### config.mk
export PLATFORM = sky130hd
export DESIGN_NAME = alu_share_sched
export DESIGN_NICKNAME = d
export VERILOG_FILES = /design/src/rtl/alu_share_sched.sv
export SDC_FILE = /design/constraint.sdc
export NUM_CORES = 1
export LEC_CHECK = 0
export ABC_AREA = 1
export CAP_MARGIN = 20
export CORE_ASPECT_RATIO = 1.4
export CORE_MARGIN = 4
export CORE_UTILIZATION = 30
export CTS_BUF_LIST = sky130_fd_sc_hd__clkbuf_4 sky130_fd_sc_hd__clkbuf_8 sky130_fd_sc_hd__clkbuf_16
export DETAILED_ROUTE_END_ITERATION = 8
export GPL_TIMING_DRIVEN = 0
export PLACE_DENSITY_LB_ADDON = 0.12
export SYNTH_ARGS = -nofsm -noshare
export SYNTH_HDL_FRONTEND = slang
export SYNTH_SLANG_ARGS = --single-unit
### constraint.sdc
create_clock -name clk -period 2.6 [get_ports clk]
set_clock_uncertainty 0.1 [all_clocks]
set_input_delay 0.65 -clock clk [delete_from_list [all_inputs] [get_ports clk]]
set_output_delay 0.65 -clock clk [all_outputs]
set_load 0.1 [all_outputs]
### src/rtl/alu_share_sched.sv
// Round-robin time-multiplexer for one 16-bit ALU (port 0 = EX, port 1 = aux).
// Define ALU_SHARE_PERF_EN for saturating grant/stall counters on perf_*.
module alu_share_sched #(
  parameter int DATA_W     = 16,
  parameter int MULDIV_LAT = 4
) (
  input  logic              clk,
  input  logic              rst,
  input  logic              req0_valid,
  output logic              req0_ready,
  input  logic [3:0]        req0_funct,
  input  logic [DATA_W-1:0] req0_a,
  input  logic [DATA_W-1:0] req0_b,
  output logic              rsp0_valid,
  output logic [DATA_W-1:0] rsp0_result,
  output logic [DATA_W-1:0] rsp0_r0,
  output logic              rsp0_branch,
  input  logic              req1_valid,
  output logic              req1_ready,
  input  logic [3:0]        req1_funct,
  input  logic [DATA_W-1:0] req1_a,
  input  logic [DATA_W-1:0] req1_b,
  output logic              rsp1_valid,
  output logic [DATA_W-1:0] rsp1_result,
  output logic [DATA_W-1:0] rsp1_r0,
  output logic              rsp1_branch,
  output logic [3:0]        alu_funct,
  output logic [DATA_W-1:0] alu_a,
  output logic [DATA_W-1:0] alu_b,
  input  logic [DATA_W-1:0] alu_result,
  input  logic [DATA_W-1:0] alu_r0,
  input  logic              alu_branch,
  output logic              busy,
  output logic              div_err,
  output logic [15:0]       perf_grant0,
  output logic [15:0]       perf_grant1,
  output logic [15:0]       perf_stall
);

  localparam logic [3:0] F_MUL = 4'b0001;
  localparam logic [3:0] F_DIV = 4'b0010;
  localparam logic [3:0] LAT   = 4'(MULDIV_LAT);

  typedef enum logic [1:0] {
    IDLE = 2'd0,
    EXEC = 2'd1,
    RESP = 2'd2
  } state_t;

  state_t state, state_n;

  logic              rr_ptr;
  logic              owner;
  logic              dz;
  logic [3:0]        cnt;
  logic              g0, g1, acc, sel;
  logic [3:0]        sel_f;
  logic [DATA_W-1:0] sel_a, sel_b;
  logic              sel_dz, sel_md;
  logic              f_undef, f_br;
  logic              cap_en, cap_own, cap_br;
  logic [DATA_W-1:0] cap_res, cap_r0;
  logic [DATA_W-1:0] res0_q, r00_q, res1_q, r01_q;
  logic              br0_q, br1_q;

  assign g0 = req0_valid && (!req1_valid || !rr_ptr);
  assign g1 = req1_valid && (!req0_valid || rr_ptr);
  assign req0_ready = (state == IDLE) && g0;
  assign req1_ready = (state == IDLE) && g1;
  assign acc = req0_ready || req1_ready;
  assign sel = req1_ready;

  assign sel_f  = sel ? req1_funct : req0_funct;
  assign sel_a  = sel ? req1_a : req0_a;
  assign sel_b  = sel ? req1_b : req0_b;
  assign sel_dz = (sel_f == F_DIV) && (sel_b == '0);
  assign sel_md = (sel_f == F_MUL) || (sel_f == F_DIV);

  assign f_undef = alu_funct inside {4'b0000, 4'b0110, 4'b0111};
  assign f_br    = alu_funct inside {4'b0011, 4'b0100, 4'b0101};

  always_comb begin
    state_n = state;
    cap_en  = 1'b0;
    cap_own = owner;
    cap_res = alu_result;
    cap_r0  = alu_r0;
    cap_br  = alu_branch;
    unique case (state)
      IDLE: begin
        if (acc) begin
          cap_own = sel;
          // div-by-zero never reaches the ALU hold phase
          if (sel_dz) begin
            state_n = RESP;
            cap_en  = 1'b1;
            cap_res = '1;
            cap_r0  = sel_a;
            cap_br  = 1'b0;
          end else begin
            state_n = EXEC;
          end
        end
      end
      EXEC: begin
        if (cnt == 4'd1) begin
          state_n = RESP;
          cap_en  = 1'b1;
          unique case (1'b1)
            f_undef: begin
              cap_res = '0;
              cap_r0  = '0;
              cap_br  = 1'b0;
            end
            f_br:    cap_br = alu_branch;
            default: cap_br = 1'b0;
          endcase
        end
      end
      RESP:    state_n = IDLE;
      default: state_n = IDLE;
    endcase
  end

  always_ff @(posedge clk) begin
    if (rst) begin
      state     <= IDLE;
      rr_ptr    <= 1'b0;
      owner     <= 1'b0;
      dz        <= 1'b0;
      cnt       <= 4'd0;
      alu_funct <= 4'b0000;
      alu_a     <= '0;
      alu_b     <= '0;
      res0_q    <= '0;
      r00_q     <= '0;
      br0_q     <= 1'b0;
      res1_q    <= '0;
      r01_q     <= '0;
      br1_q     <= 1'b0;
    end else begin
      state <= state_n;
      if (acc) begin
        alu_funct <= sel_f;
        alu_a     <= sel_a;
        alu_b     <= sel_b;
        owner     <= sel;
        rr_ptr    <= !sel;
        dz        <= sel_dz;
        cnt       <= sel_md ? LAT : 4'd1;
      end else if (state == EXEC) begin
        cnt <= cnt - 4'd1;
      end
      if (cap_en && !cap_own) begin
        res0_q <= cap_res;
        r00_q  <= cap_r0;
        br0_q  <= cap_br;
      end
      if (cap_en && cap_own) begin
        res1_q <= cap_res;
        r01_q  <= cap_r0;
        br1_q  <= cap_br;
      end
    end
  end

  assign rsp0_valid  = (state == RESP) && !owner;
  assign rsp1_valid  = (state == RESP) && owner;
  assign rsp0_result = res0_q;
  assign rsp0_r0     = r00_q;
  assign rsp0_branch = br0_q;
  assign rsp1_result = res1_q;
  assign rsp1_r0     = r01_q;
  assign rsp1_branch = br1_q;
  assign busy        = (state != IDLE);
  assign div_err     = (state == RESP) && dz;

`ifdef ALU_SHARE_PERF_EN
  logic stall;

  assign stall = (req0_valid && !req0_ready) ||
                 (req1_valid && !req1_ready);

  always_ff @(posedge clk) begin
    if (rst) begin
      perf_grant0 <= 16'h0000;
      perf_grant1 <= 16'h0000;
      perf_stall  <= 16'h0000;
    end else begin
      if (req0_ready && (perf_grant0 != 16'hFFFF))
        perf_grant0 <= perf_grant0 + 16'd1;
      if (req1_ready && (perf_grant1 != 16'hFFFF))
        perf_grant1 <= perf_grant1 + 16'd1;
      if (stall && (perf_stall != 16'hFFFF))
        perf_stall <= perf_stall + 16'd1;
    end
  end
`else
  assign perf_grant0 = 16'h0000;
  assign perf_grant1 = 16'h0000;
  assign perf_stall  = 16'h0000;
`endif

endmodule
# Word-level counts from Yosys, hierarchy flattened
# Index checks and enable logic that the tools add are counted.
# Widths: inputs -> output; s select.
totals:
  word_cells: 86
  register_bits: 111
  in_bits: 109
classes:
  eq_ne: 12
  addsub: 1
  reduce_logical: 28
  muxes: 31
ops:
  columns: ["op", "count"]
  rows:
  - ["$mux 16", 10]
  - ["$pmux 16 s2", 2]
  - ["$eq 4x3->1 const B", 4]
  - ["$logic_not 16->1", 1]
  - ["$mux 4", 3]
  - ["$logic_and 1x1->1", 10]
  - ["$mux 1", 9]
  - ["$eq 4x1->1 const B", 2]
  - ["$eq 4x2->1 const B", 2]
  - ["$logic_not 1->1", 6]
  - ["$mux 2", 3]
  - ["$reduce_bool 3->1", 2]
  - ["$logic_not 4->1", 1]
  - ["$logic_or 1x1->1", 4]
  - ["$ne 2x2->1 const B", 2]
  - ["$pmux 1 s2", 2]
  - ["$pmux 2 s2", 1]
  - ["$reduce_bool 2->1", 2]
  - ["$sub 4x1->4 const B", 1]
  - ["$mux 3", 1]
  - ["$eq 2x1->1 const B", 1]
  - ["$eq 2x2->1 const B", 1]
  - ["$logic_not 2->1", 1]
  - ["$reduce_and 2->1", 1]

# Depth between registers and ports, before layout
# Gate-level depths: netlist of the first run.
logic_depth:
  word_depth: 11
  ltp_mapped: 17
  depth_no_buf: 15

# Worst setup path after synthesis of the first run
# Ideal clock, no wire load.
synth_timing:
  path_type: "input-to-output"
  startpoint: "in req0_valid"
  endpoint: "out req1_ready"
  path_stages: 5
  required_ps: 1850
  path_slack_ps: -310
  t_arrival_ps: 2160
  n_path_buf: 2
  cell_sequence: "nand2_1 nand3_2 inv_2 buf_2 buf_1"
synth_via:
  elab_chain_len: 4
synth_lines:
  columns: ["item", "line", "source"]
  rows:
  - ["start: declaration", "9", "input logic req0_valid,"]
  - ["$logic_not 1->1", "67", "assign g1 = req1_valid && (!req0_valid || rr_ptr);"]
  - ["$logic_or 1x1->1", "67", null]
  - ["$logic_and 1x1->1", "67", null]
  - ["$logic_and 1x1->1", "69", "assign req1_ready = (state == IDLE) && g1;"]
  - ["end: declaration", "19", "output logic req1_ready,"]
# Every way passes these cells.

# Worst setup path in the final report of the first run
layout_timing:
  startpoint: "reg res0_q[5], in the netlist rsp0_result[5]"
  endpoint: "out rsp0_result[5]"
layout_lines:
  columns: ["item", "line", "source"]
  rows:
  - ["start: declaration", "63", "logic [DATA_W-1:0] res0_q, r00_q, res1_q, r01_q;"]
  - ["start signal: assignment", "155", "res0_q <= cap_res;"]
  - ["end: declaration", "15", "output logic [DATA_W-1:0] rsp0_result,"]
# No word-level cell between the ends.

==> results of run 1 <==
## cells in the mapped netlist, types with 2 or more instances
| master | n |
|---|---|
| buf_1 | 5 |
| o21ai_0 | 41 |
| dfxtp_1 | 111 |
| ha_1 | 2 |
| inv_2 | 3 |
| a31oi_1 | 23 |
| nand3b_1 | 3 |
| buf_2 | 15 |
| o22ai_1 | 2 |
| a21oi_1 | 23 |
| nand4_1 | 18 |
| clkbuf_1 | 18 |
| clkinv_1 | 8 |
| buf_6 | 7 |
| buf_4 | 48 |
| nand3_1 | 37 |
| nand2_4 | 3 |
| nor2_1 | 150 |
| nand2_1 | 263 |
| nor2_4 | 2 |
| o21ai_1 | 4 |
| inv_1 | 107 |
## final cells by class
cell class / count / area, um^2
clock buffers: 9 / 225
inverters: 118 / 450
plain buffers: 93 / 724
well taps: 244 / 305
repair buffers: 241 / 2460
clock inverters: 7 / 80.1
multi-input cells: 629 / 3190
fillers: 1961 / 9160
flip-flops and latches: 111 / 2220
## power by group
group          internal (mW)  leakage [nW]  switching, mW  total [mW]
combinational          0.703          4.09           2.11        2.81
clock                  0.762         0.148          0.710        1.47
sequential              1.86         0.906         0.0831        1.94
total                   3.32          5.14           2.90        6.23
## state kept, by name, summed over array words and instances (netlist names)
signal,count
alu_a,16
alu_funct,4
alu_b,16
rsp1_branch,1
rsp1_result,16
dz,1
rsp0_r0,16
rr_ptr,1
rsp0_result,16
state,2
rsp0_branch,1
rsp1_r0,16
owner,1
cnt,4
## path summary, 6_finish.rpt
kind / slack (ps) / cells after the start / start / end
min reg2reg: 390 / 2 / dz / dz
max reg2reg: 90 / 16 / state[0] / rsp0_result[1]
max: 30 / 1 / rsp0_result[5] / rsp0_result[5]
min: 390 / 2 / dz / dz
## routing by layer
layer	share of wire [%]	GRT usage, %
met1	39	20.9
met4	1.7	4.53
met3	8.2	5.75
met2	51	33.5
met5	0	0
## cell families after synthesis
family / count (synthesis) / synth area share (%)
XOR/XNOR: 2 / 0.302
buffers and inverters: 211 / 18.0
AO/OA/AOI/OAI: 95 / 8.83
adder cells (fa/ha/maj): 2 / 0.432
flip-flops: 111 / 38.3
other: 1 / 0.0647
AND/OR/NAND/NOR: 481 / 34.0
## stage by stage
step / power (mW) / setup slack (ps) / instances / TNS [ps] / instance area [um^2]
final: 6.23 / 31.7 / 1452 / 0 / 9660
after global routing: 6.52 / -71.3 / 1452 / -2200 / 9660
after CTS: 6.14 / 0.119 / 1438 / 0 / 9010
after detailed placement: 4.65 / -1600 / 1410 / -77150 / 8450
after global placement: 4.64 / -1570 / 1410 / -74690 / 8450
after floorplan: 3.97 / 77.0 / 950 / 0 / 5980
## timing repair
action / 4_1_cts / 5_1_grt
pin swaps: 7 / 47
gates cloned: 5 / 4
gates resized for setup: 166 / 172
setup buffers: 7 / 12
endpoints found under the setup margin: 188 / 95
## placed cells by master (no fill, tap or decap), types with 3 or more instances in the layout
cell type / Yosys / final
inv_1: 107 / 107
nand3b_1: 3 / 3
clkdlybuf4s50_1: 0 / 107
buf_8: 0 / 10
buf_6: 7 / 9
nor2_1: 150 / 116
clkdlybuf4s15_2: 0 / 4
nor2_2: 1 / 18
a21oi_2: 0 / 3
buf_12: 0 / 6
nand2_8: 0 / 4
clkbuf_16: 0 / 13
a31oi_1: 23 / 23
clkinv_1: 8 / 7
nand2_2: 0 / 48
dlygate4sd2_1: 0 / 84
nand4_1: 18 / 18
clkbuf_1: 18 / 15
clkbuf_2: 0 / 4
buf_1: 5 / 3
conb_1: 1 / 48
dfxtp_1: 111 / 109
nand2_1: 263 / 199
nor2_4: 2 / 19
nand2_4: 3 / 16
buf_2: 15 / 5
dlymetal6s2s_1: 0 / 17
nand3_1: 37 / 37
inv_2: 3 / 3
a21oi_1: 23 / 20
buf_4: 48 / 63
o21ai_0: 41 / 41
==> impl.org, run 1 <==
** Routing
- Vias after detailed routing :: 6314
- Wirelength, routed :: 21.0 mm
- # DRC :: 0
- The first detailed-routing pass took 4 iterations.
- In this run, the number of DRC markers left after iteration 0 of detailed routing was 255.
- In the routed layout, each cell is associated on average with a via count of 4.35.
- After detailed routing, the average wire length per cell comes to between 10 and 15 um.
- Detail Route Antenna Nets :: 0

** Layout
- Compared with the post-synthesis result, the final layout area differs by 66.7%.
- The net count of the finished layout is 1314.
- Util after Layout :: 51.3%
- Diodes inserted :: 0
- Cells with a size suffix above 1 make up about 20% of the layout.

** Clocking
- After clock tree synthesis, the clock-pin slew on the worst setup and hold paths is about 80 ps.
- The later pin in the worst-skew pair is clocked with a latency of between 300 and 400 ps.
- Sinks on the clock net :: 111
- Master cell of the clock root buffer :: clkbuf_16
- Post-cts hold buffer count :: 0
- Counting the buffers created by CTS gives 9.
- Number of levels the H-tree was split into :: 3
- Longest Clk Path Bufs :: 2
- TritonCTS built the clock tree.

** Synthesis
- Predominant post-synthesis flop cell :: dfxtp_1
- Largest cells by area after synthesis :: dfxtp_1 38%, nand2_1 17%, nor2_1 9.7%
- Share of Yosys cell area claimed by the top area cell type :: between 30% and 40%
- Cell accounting for the most synthesized area :: dfxtp_1
- Averaged over all synthesized cells, the footprint is about 6.4 um^2.
- Counting flops with a built-in enable in the synthesized netlist gives 0.
- Register bit count reported by yosys :: 111
- Synth Cell Area :: approximately 5800 um^2
- For this run, asynchronously set or reset flops after synthesis account for 0%.
- Number of distinct standard cells referenced by the synthesized netlist :: 32
- Number of cells produced by synthesis :: roughly 900
- Sequential elements use a little under two fifths of the synthesized area.
- The Yosys step of the flow raised 0 warnings.

** Setup path
- The worst setup path is launched from a register.
- Maximum fanout along the worst path :: 2
- Data required time of the critical path :: approximately 1900 ps
- Slowest stage cell on the critical path :: clkdlybuf4s50_1
- STA classifies the critical path endpoint as an output pin.
- The number of buffers and inverters on the critical path is 1.
- The worst setup path is of the reg -> out kind.
- CP arrival :: 1820 ps
- Crit path max-delay family :: buffers and inverters
- Traced cell by cell, the critical path runs through clkdlybuf4s50_1.
- For this run, the slowest stage of the critical path takes 1130 ps.

** GRT
- Summed over all layers, the global routing overflow is 0.
- Via count of the first global-routing pass :: ~6.1k
- The first global-routing pass estimated 31.7 mm of wire.
- Number of antenna violations at the first check in global routing :: 0
- Gr usage total :: a little under a fifth
- Entering global routing, the biggest net connects 20 pins.

** STA
- Count of endpoints failing setup in the final report :: 0
- Final Cycle Share :: 98.8%
- Max Slew Vio Count :: 0
- Maximum clock frequency :: about 0.39 GHz
- The worst path in the final design needs a cycle of 2570 ps, including I/O delays and setup.
- Measured slew at the worst slew-check pin :: approximately 1000 ps
- Setup repair after global routing missed its margin :: true
- In this run the tightest slew margin relative to its limit is a little under a third.
- Hold timing on the final database bottoms out at a slack of 386 ps.
- Hold violation count in the final report :: 0

** Hold path
- Hold/Removal Path Class :: reg -> reg

** Status
- The flow ran to the end, and the final reports show no timing, DRC or antenna violations.

** Die
- During I/O placement, the number of pins put on the boundary was between 200 and 300.
- Width of the die :: between 100 and 150 um
- Once the floorplan was initialized, standard cells occupied 30.8% of the core.
- Die height :: 172 um
- Number of standard-cell rows in the floorplan :: a little under 60
- The die covers around 22000 um^2.
- Area of the placeable core :: 18800 um^2

** Run
- Max-cap viol count :: 0

** Power and ir drop
- VDD sags by at most around 0.00029 V.
- Power density over the cells :: ~640 nW/um^2
- Leakage power :: 5.14 nW

** Place
- Number of buffer cells added on primary ports :: approximately 220
- HPWL after detailed placement :: roughly 16 mm
- Final estimated routing congestion in global placement :: 0.800
(Power assumes the default switching activity.)
==> run 2, diff against run 1 <==
--- a/config.mk
+++ b/config.mk
@@ -7,7 +7,6 @@
 export LEC_CHECK = 0
 export ABC_AREA = 1
 export CAP_MARGIN = 20
-export CORE_ASPECT_RATIO = 1.4
 export CORE_MARGIN = 4
 export CORE_UTILIZATION = 30
 export CTS_BUF_LIST = sky130_fd_sc_hd__clkbuf_4 sky130_fd_sc_hd__clkbuf_8 sky130_fd_sc_hd__clkbuf_16
==> run 2 against run 1 <==
Against the previous run: first-iteration DRC count shrank 0.39%; maximum frequency hardly changed; sequential power about the same; die area fell by 0.15%; clock power decreased by 4%; cell count rose by 0.69%; wire length fell by 4.5%; setup slack better by 1.5 ps; core utilization is 3.5 points lower; hold slack got worse by 6.6 ps; count of clock-buffer cells in the layout unchanged.
==> impl.org, run 2 (synthesized netlist as in run 1, its figures left out) <==
** Status
- The run finished with clean final reports.

** STA
- The aggregate negative setup slack was 0 ps (unchanged).
- Minimum clock period :: 2570 ps (-1.49 ps)
- The fmax was 0.390 GHz (about the same).
- The number of hold violations in the final report was 0 (unchanged).
- Count of endpoints failing setup in the final report :: 0 (unchanged)
- Measured slew at the worst slew-check pin :: 1060 ps (+33.8 ps)
- The worst slew margin relative to its limit is 29.5% (-2.2 points).
- The max-slew violation count was 0 (unchanged).
- The post-route worst setup slack was 33.2 ps (+1.49 ps).
- The tightest hold margin came to 379 ps (-6.60 ps).
- Final Cycle Share :: 98.7% (about the same)
- Setup repair after global routing left no endpoint under its margin.

** GRT
- The met1 demand-to-capacity share in global routing came to 22.9% (+2.0 points).
- Met3 track demand over resource :: 6.20% (+0.45 points)
- The number of global-route vias before repair was 5958 (-1.9%).
- The met2 track utilization from global routing came to 30.0% (-3.5 points).
- Aggregate global routing overflow :: 0 (unchanged)
- The number of antenna violations at the first check in global routing is 0 (unchanged).
- The global-route wire length before repair came to 31.4 mm (-0.89%).
- Largest net degree at the start of global routing :: 21 (+5.0%)
- Gr usage total :: 18.2% (-0.15 points)
- In this run the most used layer during global routing was met2.

** Routing
- Detailed-routing iteration count for the pre-antenna-repair pass :: 4 (unchanged)
- The count of routing violations after the opening detailed-route iteration was 254 (-0.39%).
- Wirelength, routed :: 20.0 mm (-4.5%)
- Via-to-Cell Ratio :: 4.18 (-3.9%)
- The post-detailed-route count of antenna-violating nets came to 0 (unchanged).
- The total via count after detailed routing came to 6107 (-3.3%).
- Average wire length per cell after detail routing :: 13.7 um (-5.1%)
- # DRC :: 0 (unchanged)

** Run
- Max-cap viol count :: 0 (unchanged)

** Setup path
- CP peak stage delay :: 1130 ps (about the same)
- The number of buffer and inverter stages on the critical path came to 1 (unchanged).
- The data required time of the critical path came to 1850 ps (about the same).
- Critical-path cell list :: clkdlybuf4s50_1
- Crit. path cell count :: 1 (unchanged)
- For this design, the slowest cell found on the critical path is clkdlybuf4s50_1.
- Critical path capture point type :: output pin
- Crit path max-delay family :: buffers and inverters
- Maximum fanout along the worst path :: 2 (unchanged)
- The arrival time of the worst setup path came to 1820 ps (about the same).
- Type of element launching the critical path :: register
- Worst-case reg-to-reg path depth :: 15 (-1)
- Critical path class :: reg -> out

** Power and ir drop
- Switching power as a share of total power :: 47.4% (+0.75 points)
- Clock share of power :: 23.6% (about the same)
- The part of the power in combinational logic is 44.0% (-1.2 points).
- The worst ir drop on vdd came to 0.000330 V (+13%).
- Total Power Consumption :: 5.99 mW (-3.7%)
- The internal power component is 3.15 mW (-5.1%).
- The portion of total power attributed to sequential cells came to 32.4% (+1.2 points).
- Switching power :: 2.84 mW (-2.2%)
- Power density over the cells :: 665 nW/um^2 (+3.2%)
- Leakage power :: 4.99 nW (-2.9%)

** Clocking
- Master cell of the clock root buffer :: clkbuf_16
- Sinks on the clock net :: 111 (unchanged)
- Clk_lat worst skew :: 360 ps (about the same)
- Number of levels the H-tree was split into :: 3 (unchanged)
- The number of clock buffers inserted by TritonCTS was 9 (unchanged).
- Longest Clk Path Bufs :: 2 (unchanged)
- TritonCTS built the clock tree.
- The clock transition at the registers of the reported paths is 80 ps (about the same).

** Layout
- The count of nets after finishing came to 1308 (-0.46%).
- Area growth syn-to-layout :: 55.4%
- The number of filler cells placed in the layout was 1992 (+1.6%).
- Util after Layout :: 47.8% (-3.5 points)
- Leaving out fill and tap cells, the most frequent cell in the layout is nand2_1.
- In the layout the commonest cells are 256 x nand2_1, 147 x nor2_1, 109 x dfxtp_1, 109 x clkdlybuf4s50_1, 107 x inv_1.
- Share of layout cells above drive strength 1 :: 11.9% (-8.2 points)
- The antenna cell count is 0 (unchanged).

** Place
- The count of port buffers added during placement was 216 (unchanged).
- The estimated wirelength of the detail-placed design came to 15.4 mm (-1.9%).
- The global placer's final weighted congestion was 0.797 (-0.31%).
- The minimum setup slack after placement came to -1590 ps (+8.06 ps).

** Die
- Die ar. :: 21600 um^2 (-0.15%)
- The count of standard-cell rows came to 50 (-15%).
- The y dimension of the die came to 147 um (-15%).
- Starting density of the core :: 30.8% (about the same)
- Width of the die :: 147 um (+17%)
- Area of the placeable core :: 18800 um^2 (about the same)
- The I/O pin count is 265 (unchanged).

** Hold path
- The worst hold path belongs to the class reg -> reg.
- The number of stages on the worst hold path came to 2 (unchanged).
-- run 2: changes by cell type in the layout (fill, tap and decap cells not counted), moves of 4 or more --
| cell | previous run | this run |
|---|---|---|
| buf_12 | 6 | 1 |
| buf_4 | 63 | 69 |
| buf_6 | 9 | 14 |
| buf_8 | 10 | 3 |
| clkbuf_16 | 13 | 9 |
| nand2_1 | 199 | 256 |
| nand2_2 | 48 | 6 |
| nand2_4 | 16 | 1 |
| nor2_1 | 116 | 147 |
| nor2_2 | 18 | 3 |
| nor2_4 | 19 | 3 |
-- run 2: metal layers --
layer	vias up	wire length [um]
met5	-	0
met4	0	259
met3	13	1760
met2	195	9160
met1	2626	8860
li1	3273	-
-- run 2: final timing paths --
check	end	slack (ps)	start
worst max-delay path	rsp0_result[3]	30	rsp0_result[3]
worst min-delay path	alu_b[3]	380	alu_b[3]
worst max register to register	rsp1_result[7]	200	state[0]
worst min register to register	alu_b[3]	380	alu_b[3]
-- run 2: area by class of cell --
| class | count | area (um^2) | area share, % |
|---|---|---|---|
| tap | 260 | 325 | 3.61 |
| inverter | 118 | 448 | 4.97 |
| multi-input combinational | 628 | 2780 | 30.9 |
| buffer | 93 | 668 | 7.42 |
| timing repair buffer | 236 | 2270 | 25.2 |
| clock buffer | 9 | 225 | 2.50 |
| sequential | 111 | 2220 | 24.7 |
| clock inverter | 7 | 63.8 | 0.708 |
-- run 2: what timing repair did --
item | CTS | global route
gates resized for setup | 152 | 35
pin swaps | 8 | 10
setup endpoints to repair | 189 | 85
buffers inserted | 12 | 5
gates cloned | 3 | 0
hold buffers | 0 | 0
-- run 2: per-stage QoR --
| stage | instance area, um^2 | std cells |
|---|---|---|
| after floorplan | 5980 | 950 |
| after global placement | 8470 | 1426 |
| after detailed placement | 8470 | 1426 |
| after CTS | 8920 | 1457 |
| after global routing | 9010 | 1462 |
| final | 9010 | 1462 |
-- run 2: power by group through the flow --
stage	Combinational [mW]	Clock, mW	Sequential (mW)
finish	2.64	1.41	1.94
floorplan	0.981	0	2.99
global route	2.81	1.52	1.96
global placement	2.65	0	1.98
CTS	2.64	1.45	1.94
detailed placement	2.65	0	1.98
==> run 3, diff against run 2 <==
--- a/config.mk
+++ b/config.mk
@@ -8,7 +8,7 @@
 export ABC_AREA = 1
 export CAP_MARGIN = 20
 export CORE_MARGIN = 4
-export CORE_UTILIZATION = 30
+export CORE_UTILIZATION = 42
 export CTS_BUF_LIST = sky130_fd_sc_hd__clkbuf_4 sky130_fd_sc_hd__clkbuf_8 sky130_fd_sc_hd__clkbuf_16
 export DETAILED_ROUTE_END_ITERATION = 8
 export GPL_TIMING_DRIVEN = 0
==> run 3 against run 2 <==
Against the previous run: count of clock-buffer cells in the layout is the same; sequential share of layout area shrank 0.089 points; maximum frequency shrank 0.16%; total power grew 4.2%; hold slack gained 4.5 ps; via count grew 0.75%; cell count shrank 6.2%; setup slack lost 4.0 ps; largest cell class unchanged; highest routed layer unchanged.
==> impl.org, run 3 (synthesized netlist as in run 1, its figures left out) <==
** Status
- The run finished with clean final reports.

** Setup path
- Crit path max-delay family :: buffers and inverters
- The arrival time of the worst setup path is 1820 ps (about the same).
- The number of buffer and inverter stages on the critical path came to 1 (unchanged).
- STA classifies the critical path endpoint as an output pin.
- Slowest stage cell on the critical path :: clkdlybuf4s50_1
- The critical path in this run is classified as reg -> out.
- The critical path goes through clkdlybuf4s50_1.
- The peak fanout along the critical path is 2 (unchanged).
- CP peak stage delay :: 1130 ps (about the same)
- Data required time of the critical path :: 1850 ps (about the same)
- The worst setup path is launched from a register.

** Clocking
- Clock buffer count from CTS :: 9 (unchanged)
- TritonCTS built the clock tree.
- Longest Clk Path Bufs :: 2 (unchanged)
- The clock transition at the registers of the reported paths was 70 ps (about the same).
- The clock sink count is 111 (unchanged).
- The H-tree depth is 3 (unchanged).
- The clock network latency to the later pin of the worst-skew pair is 360 ps (about the same).
- Post-cts hold buffer count :: 0 (unchanged)
- Clock tree synthesis selected as its root buffer the cell clkbuf_16.

** Routing
- The post-detailed-route count of antenna-violating nets is 0 (unchanged).
- The detailed-routed wire length on met3 came to 1.80 mm (+2.1%).
- The mean number of vias per cell was 4.49 (+7.4%).
- Top layer used by detailed routing :: met4
- The post-route met1 wirelength is 7.65 mm (-14%).
- The total via count after detailed routing was 6153 (+0.75%).
- Average wire length per cell after detail routing :: 13.6 um (-0.40%)
- Detail Route met2 WL :: 8.86 mm (-3.2%)
- # DRC :: 0 (unchanged)
- The overall routed net length was 18.7 mm (-6.6%).
- The count of routing violations after the opening detailed-route iteration came to 321 (+26%).
- The count of TritonRoute iterations in the first routing pass came to 5 (+1).

** STA
- The fmax came to 0.389 GHz (-0.16%).
- The final worst-path cycle share was 98.9% (+0.15 points).
- The aggregate negative setup slack came to 0 ps (unchanged).
- The worst slew margin relative to its limit was 31.6% (+2.1 points).
- Count of endpoints failing setup in the final report :: 0 (unchanged)
- The final critical path time including I/O delays and setup was 2570 ps (+3.99 ps).
- The slew at the pin closest to its max-slew limit is 1030 ps (-31.5 ps).
- The post-route worst setup slack was 29.2 ps (-3.99 ps).
- Hold violation count in the final report :: 0 (unchanged)
- Max Slew Vio Count :: 0 (unchanged)

** Die
- Number of standard-cell rows in the floorplan :: 42 (-16%)
- Starting density of the core :: 43.3% (+12 points)
- The die width was 125 um (-15%).
- Area of the placeable core :: 13400 um^2 (-29%)
- The I/O pin count was 265 (unchanged).
- Die height :: 125 um (-15%)
- The die area came to 15700 um^2 (-27%).

** Layout
- From synthesis to final layout, the design area changed by 55.8%.
- Util after Layout :: 67.4% (+20 points)
- Commonest non-fill, non-tap cell in the layout :: nand2_1
- Final layout net count :: 1301 (-0.54%)
- The top cell types in the final layout, fill and taps aside, are 260 x nand2_1, 142 x nor2_1, 118 x clkdlybuf4s50_1.
- The fraction of final layout cells with drive strength greater than 1 was 11.5% (-0.35 points).
- The antenna cell count was 0 (unchanged).

** Place
- Number of buffer cells added on primary ports :: 216 (unchanged)
- The estimated wirelength of the detail-placed design was 14.2 mm (-7.8%).
- The global placer's final weighted congestion came to 0.880 (+10%).
- Worst Setup Slack post-DPL :: -1530 ps (+60.1 ps)

** Power and ir drop
- The areal power density over the cells is 691 nW/um^2 (+3.9%).
- The worst ir drop on vdd was 0.000384 V (+17%).
- Leakage power :: 5.12 nW (+2.6%)

** GRT
- The number of global-route vias before repair came to 5810 (-2.5%).
- The maximum number of pins on one net before global-route repair was 20 (-4.8%).
- The number of antenna violations at the first check in global routing is 0 (unchanged).
- The global-route wire length before repair is 29.1 mm (-7.5%).
- Gr usage total :: 22.5% (+4.3 points)
- The remaining global-route overflow was 0 (unchanged).

** Run
- The number of maximum-capacitance constraint violations was 0 (unchanged).

** Hold path
- Hold/Removal Path Class :: reg -> reg
[run 3: metal layers]
layer / global-route usage [%] / vias up
li1: - / 3254
met1: 27.4 / 2617
met2: 37.3 / 251
met3: 6.99 / 31
met4: 8.61 / 0
met5: 0 / -
[run 3: power breakdown]
group	switching (mW)	total [mW]	leakage, nW	internal (mW)
combinational	2.02	2.65	4.04	0.632
clock	0.688	1.65	0.171	0.957
sequential	0.0858	1.94	0.906	1.86
[run 3: through the flow]
step           hold WS (ps)  cell area, um^2  total power [mW]  std cells
3_5_place_dp            374             8360              4.62       1342
4_1_cts                 386             8740              6.23       1366
3_3_place_gp            365             8360              4.61       1342
5_1_grt                 409             9030              6.50       1371
6_report                384             9030              6.24       1371
2_1_floorplan           352             5980              3.97        950
[run 3: final timing paths]
check,start,to,slack (ps),cells past startpoint
setup / recovery,rsp1_result[11],rsp1_result[11],30,1
hold / removal,dz,dz,380,2
setup reg to reg,state[1],rsp1_result[12],140,15
hold reg to reg,dz,dz,380,2
[run 3: cell type report]
class                   count  area (um^2)
repair buffers            230         2300
clock inverters             7          125
clock buffers               9          225
inverters                 118          448
multi-input cells         629         2810
fillers                  1247         4370
plain buffers              91          677
flip-flops and latches    111         2220
well taps                 176          220
[run 3: what timing repair did]
action,CTS,global route
gates cloned,3,4
setup endpoints to repair,167,127
gates resized for setup,104,89
pin swaps,5,12
setup buffers,5,3
